<file path="config.mk">
export PLATFORM = sky130hd
export DESIGN_NAME = indicator_driver
export DESIGN_NICKNAME = d
export VERILOG_FILES = /design/src/rtl/indicator_pkg.sv /design/src/rtl/indicator_driver_pulse_stretcher.sv /design/src/rtl/indicator_driver.sv
export SDC_FILE = /design/constraint.sdc
export NUM_CORES = 1
export LEC_CHECK = 0
export CORE_UTILIZATION = 54
export DETAILED_ROUTE_END_ITERATION = 8
export GPL_TIMING_DRIVEN = 0
export PLACE_DENSITY_LB_ADDON = 0.08
export SLEW_MARGIN = 25
export SYNTH_ARGS = -nofsm -noshare
export SYNTH_HDL_FRONTEND = slang
export SYNTH_SLANG_ARGS = --single-unit
</file>
<file path="constraint.sdc">
create_clock -name clk -period 2.65 [get_ports clk]
set_clock_uncertainty 0.05 [all_clocks]
set_input_delay 0.6625 -clock clk [delete_from_list [all_inputs] [get_ports clk]]
set_output_delay 0.6625 -clock clk [all_outputs]
set_load 0.005 [all_outputs]
</file>
<file path="src/rtl/indicator_pkg.sv">
// ============================================================================
// Module   : indicator_pkg
// Brief    : Shared channel-state encoding and channel count for indicator_driver.
// Revision : 1.0 - initial release
// ============================================================================
`default_nettype none

package indicator_pkg;

    typedef enum logic {
        IDLE = 1'b0,
        HOLD = 1'b1
    } ch_state_t;

    localparam int NUM_CH = 4;

endpackage

`default_nettype wire

</file>
<file path="src/rtl/indicator_driver_pulse_stretcher.sv">
// ============================================================================
// Module   : pulse_stretcher
// Brief    : One indicator channel; stretches a 1-cycle trigger into a
//            HOLD_CYCLES-long level. Mid-hold retrigger via INDICATOR_RETRIGGER_EN.
// Revision : 1.0 - initial release
// ============================================================================
`default_nettype none

module pulse_stretcher
    import indicator_pkg::*;
#(
    parameter int HOLD_CYCLES = 25000000,
    parameter int CNT_W       = 25
) (
    input  logic clk,
    input  logic reset,
    input  logic trig,
    output logic level,
    output logic level_d
);

    localparam logic [CNT_W-1:0] RELOAD = CNT_W'(HOLD_CYCLES - 1);

    ch_state_t        state_q, state_d;
    logic [CNT_W-1:0] cnt_q, cnt_d;

    always_comb begin
        state_d = state_q;
        cnt_d   = cnt_q;
        case (state_q)
            IDLE: begin
                if (trig) begin
                    state_d = HOLD;
                    cnt_d   = RELOAD;
                end
            end
            HOLD: begin
                // Terminal-cycle trigger reloads so back-to-back events leave no gap.
                if (cnt_q == '0) begin
                    if (trig) cnt_d   = RELOAD;
                    else      state_d = IDLE;
                end else begin
`ifdef INDICATOR_RETRIGGER_EN
                    cnt_d = trig ? RELOAD : (cnt_q - CNT_W'(1));
`else
                    cnt_d = cnt_q - CNT_W'(1);
`endif
                end
            end
            default: begin
                state_d = IDLE;
                cnt_d   = '0;
            end
        endcase
    end

    always_ff @(posedge clk or negedge reset) begin
        if (!reset) begin
            state_q <= IDLE;
            cnt_q   <= '0;
        end else begin
            state_q <= state_d;
            cnt_q   <= cnt_d;
        end
    end

    assign level   = (state_q == HOLD);
    assign level_d = (state_d == HOLD);

endmodule

`default_nettype wire

</file>
<file path="src/rtl/indicator_driver.sv">
// ============================================================================
// Module   : indicator_driver
// Brief    : Four independent pulse stretchers plus a registered busy flag.
//            Optional mid-hold retrigger: define INDICATOR_RETRIGGER_EN.
// Revision : 1.0 - initial release
// ============================================================================
`default_nettype none

module indicator_driver
    import indicator_pkg::*;
#(
    parameter int HOLD_CYCLES = 25000000,
    parameter int CNT_W       = 25
) (
    input  logic              clk,
    input  logic              reset,
    input  logic [NUM_CH-1:0] pulse_in,
    output logic [NUM_CH-1:0] ind_out,
    output logic              busy
);

    logic [NUM_CH-1:0] level_w;
    logic [NUM_CH-1:0] level_d_w;
    logic              busy_q;

    for (genvar gi = 0; gi < NUM_CH; gi++) begin : g_ch
        pulse_stretcher #(
            .HOLD_CYCLES (HOLD_CYCLES),
            .CNT_W       (CNT_W)
        ) u_stretch (
            .clk     (clk),
            .reset   (reset),
            .trig    (pulse_in[gi]),
            .level   (level_w[gi]),
            .level_d (level_d_w[gi])
        );
    end

    // Built from the channels' next state so busy tracks OR(ind_out) with no lag.
    always_ff @(posedge clk or negedge reset) begin
        if (!reset) busy_q <= 1'b0;
        else        busy_q <= |level_d_w;
    end

    assign ind_out = level_w;
    assign busy    = busy_q;

endmodule

`default_nettype wire

</file>
==> flow_summary.json <==
{
  "syn_area_sq_um": 5750,
  "use_met2_pct": 41.4,
  "top_usage_layer": "met2",
  "clkSinkCount": 105,
  "cpMaxStageDelayCell": "or4_1",
  "overflow": 0,
  "slew_headroom_pct": 49.9,
  "clk_pin_slew_ns": 0.10,
  "synth-main-ff-cell": "dfrtp_1",
  "p_leak_nw": 2.57,
  "drive_gt1_share_pct": 12.3,
  "drt_wl_total_mm": 13.2,
  "h-tree-depth": 3,
  "use_met1_pct": 32.9,
  "dpl.cell_count": 773,
  "max_stage_delay_ns": 0.43,
  "critPathArrivalTime_ns": 2.71,
  "cp-end-kind": "register",
  "power_density_nw_per_um2": 731,
  "fillers": 855,
  "place_hpwl_mm": 8.73,
  "initial_core_util_pct": 55.7,
  "clockBufferDepth": 2,
  "core-area_sq_um": 10300,
  "grt_pass1_wl_mm": 22.4,
  "cts_buffers": 9,
  "synth_top_area_share_pct": 45.7,
  "grt.total_usage_pct": 25.0,
  "cts_tree": "done",
  "ys_top_cells_by_count": "dfrtp_1 (105), o21ai_0 (74), nor2_1 (52), nor3_1 (45), a21oi_1 (43)",
  "grtUsageMet3_pct": 6.18,
  "drv_cap": 0,
  "drt-pass1-iter-count": 5,
  "final.setup.tns_ns": 0,
  "hold_violations": 0,
  "setup_viol": 0,
  "ir_drop_mv": 0.437,
  "synthTopCellsByArea": "dfrtp_1 (46%), o21ai_0 (6.4%), nor3_1 (3.9%)",
  "grt_pass1_vias": 4805,
  "fmax_mhz": 393,
  "worstMarginPinSlew_ns": 0.745,
  "die-area_sq_um": 11100,
  "outcome": "complete, no violations",
  "finalCriticalPeriod_ns": 2.54,
  "worstSetupPathType": "reg -> reg",
  "grt_max_degree": 74,
  "crit_path_cell_trace": "or3_4, or4_1, buf_6, o41a_4, buf_6, a311oi_1, a41oi_1",
  "io_pins": 11,
  "slew_violations": 0,
  "synth_nets": 637,
  "synthArstFlopShare_pct": 100,
  "die_x_microns": 105,
  "nets": 674,
  "worst_hold_path_type": "in -> async",
  "vias": 5028,
  "crit_path_max_fanout": 10,
  "diodes": 0,
  "yosysUniqueCellTypes": 62,
  "final-instance-count-excl-fill": 805,
  "route.detailed.drc": 0,
  "finalCritPeriodShare_pct": 95.9,
  "synth-edff-count": 0,
  "ys_seq_elements": 105,
  "synthToLayoutAreaGrowth_pct": 13.9,
  "wl_per_cell_microns": 16.4,
  "drtIter0Drc": 274,
  "required_ns": 2.82,
  "critical_path.most_common_cell": "buf_6",
  "syn_inst": 627,
  "ctsRootBufferMaster": "clkbuf_8",
  "yosysMostFrequentCell": "dfrtp_1",
  "drt-vias-per-instance": 6.25,
  "drtAntennaViolNets": 0,
  "gp_congestion": 0.813,
  "clock_latency_ns": 0.39,
  "seq_area_frac_synth_pct": 45.7,
  "port_buffers": 9,
  "synth_area_leader_cell": "dfrtp_1",
  "fp-row-count": 37,
  "yosysWarnings": 0,
  "antenna_found_initial": 0,
  "syn_area_per_cell_sq_um": 9.17,
  "die_y_microns": 105,
  "crit_path_start_kind": "register"
}
-- path summary, 6_finish.rpt --
kind	from	endpoint	slack [ns]	cells past startpoint
setup / recovery	g_ch[0].u_stretch.cnt_q[15]$_DFF_PN0_	g_ch[0].u_stretch.cnt_q[11]$_DFF_PN0_	0.11	7
hold / removal	reset	g_ch[2].u_stretch.cnt_q[24]$_DFF_PN0_	0.10	1
min in group clk	g_ch[0].u_stretch.cnt_q[23]$_DFF_PN0_	g_ch[0].u_stretch.cnt_q[23]$_DFF_PN0_	0.44	1
max in group asynchronous	reset	g_ch[3].u_stretch.cnt_q[12]$_DFF_PN0_	1.79	2
setup reg to reg	g_ch[0].u_stretch.cnt_q[15]$_DFF_PN0_	g_ch[0].u_stretch.cnt_q[11]$_DFF_PN0_	0.11	7
hold reg to reg	g_ch[0].u_stretch.cnt_q[23]$_DFF_PN0_	g_ch[0].u_stretch.cnt_q[23]$_DFF_PN0_	0.44	1
-- logic make-up after synthesis --
family	after synthesis	synth area share [%]
buffers and inverters	59	4.57
muxes	6	1.04
DFF	105	45.7
xor gates and xnor gates	13	1.98
AOI/OAI and AO/OA	229	25.9
and+or+nand+nor	211	19.9
adders and majority gates	4	0.870
-- power by group --
part           total, mW  leakage, nW  switching [mW]  internal (mW)
clock               1.17        0.123           0.558          0.610
sequential          2.53         1.17           0.548           1.98
combinational       1.09         1.28           0.574          0.515
-- sequential cells by signal, summed over array words and instances, names as in the netlist --
register / flops
g_ch.u_stretch.cnt_q: 100
g_ch.u_stretch.level: 4
busy: 1
-- placed cells by master (no fill, tap or decap), drive strengths merged, types with 11 or more instances in the layout --
cell type | synthesis | layout
dfrtp | 105 | 105
a31oi | 25 | 25
nor3 | 45 | 45
buf | 12 | 30
nand4 | 11 | 11
a21oi | 43 | 43
nand2 | 20 | 20
inv | 27 | 27
nor2 | 54 | 54
o21ai | 78 | 78
o41ai | 17 | 17
nor4 | 25 | 25
or3 | 12 | 12
o31ai | 15 | 15
a21o | 11 | 11
clkbuf | 20 | 32
-- critical path, delay by kind of cell, from the launching register on --
| family | cells | cell delay (ns) |
|---|---|---|
| and+or+nand+nor | 2 | 0.85 |
| DFF | 1 | 0.42 |
| buffers and inverters | 2 | 0.31 |
| AOI/OAI and AO/OA | 3 | 0.77 |
-- routing by layer --
layer,wire length [microns],share of wire (%)
met5,0,0
met4,99,0.75
met3,488,3.7
met2,6420,49
met1,6180,47
-- repair_timing --
item | CTS | global route
hold buffers | 0 | 0
resized for setup | 13 | 17
setup endpoints to repair | 61 | 76
cloned | 0 | 0
buffers inserted | 1 | 15
pin swaps | 1 | 5
-- per-stage QoR --
stage	instance area, sq um	util (%)	total power, mW	setup slack [ns]	hold WS (ns)
global placement	6010	58.2	3.44	-3.19	0.415
finish	6550	63.4	4.79	0.108	0.101
floorplan	5750	-	3.19	0.186	0.317
CTS	6370	61.7	4.77	0.00316	0.0977
detailed placement	6040	58.5	3.51	-0.383	0.425
global route	6550	63.4	5.10	-0.0334	0.0989
-- cell type report --
| type | count | area (sq um) | area share [%] |
|---|---|---|---|
| inverters | 27 | 101 | 1.55 |
| well taps | 136 | 170 | 2.60 |
| clock inverters | 4 | 73.8 | 1.13 |
| plain buffers | 32 | 171 | 2.62 |
| repair buffers | 26 | 239 | 3.65 |
| multi-input cells | 463 | 3000 | 45.8 |
| clock buffers | 12 | 165 | 2.52 |
| flip-flops and latches | 105 | 2630 | 40.1 |
Power figures use the tool's default switching activity.
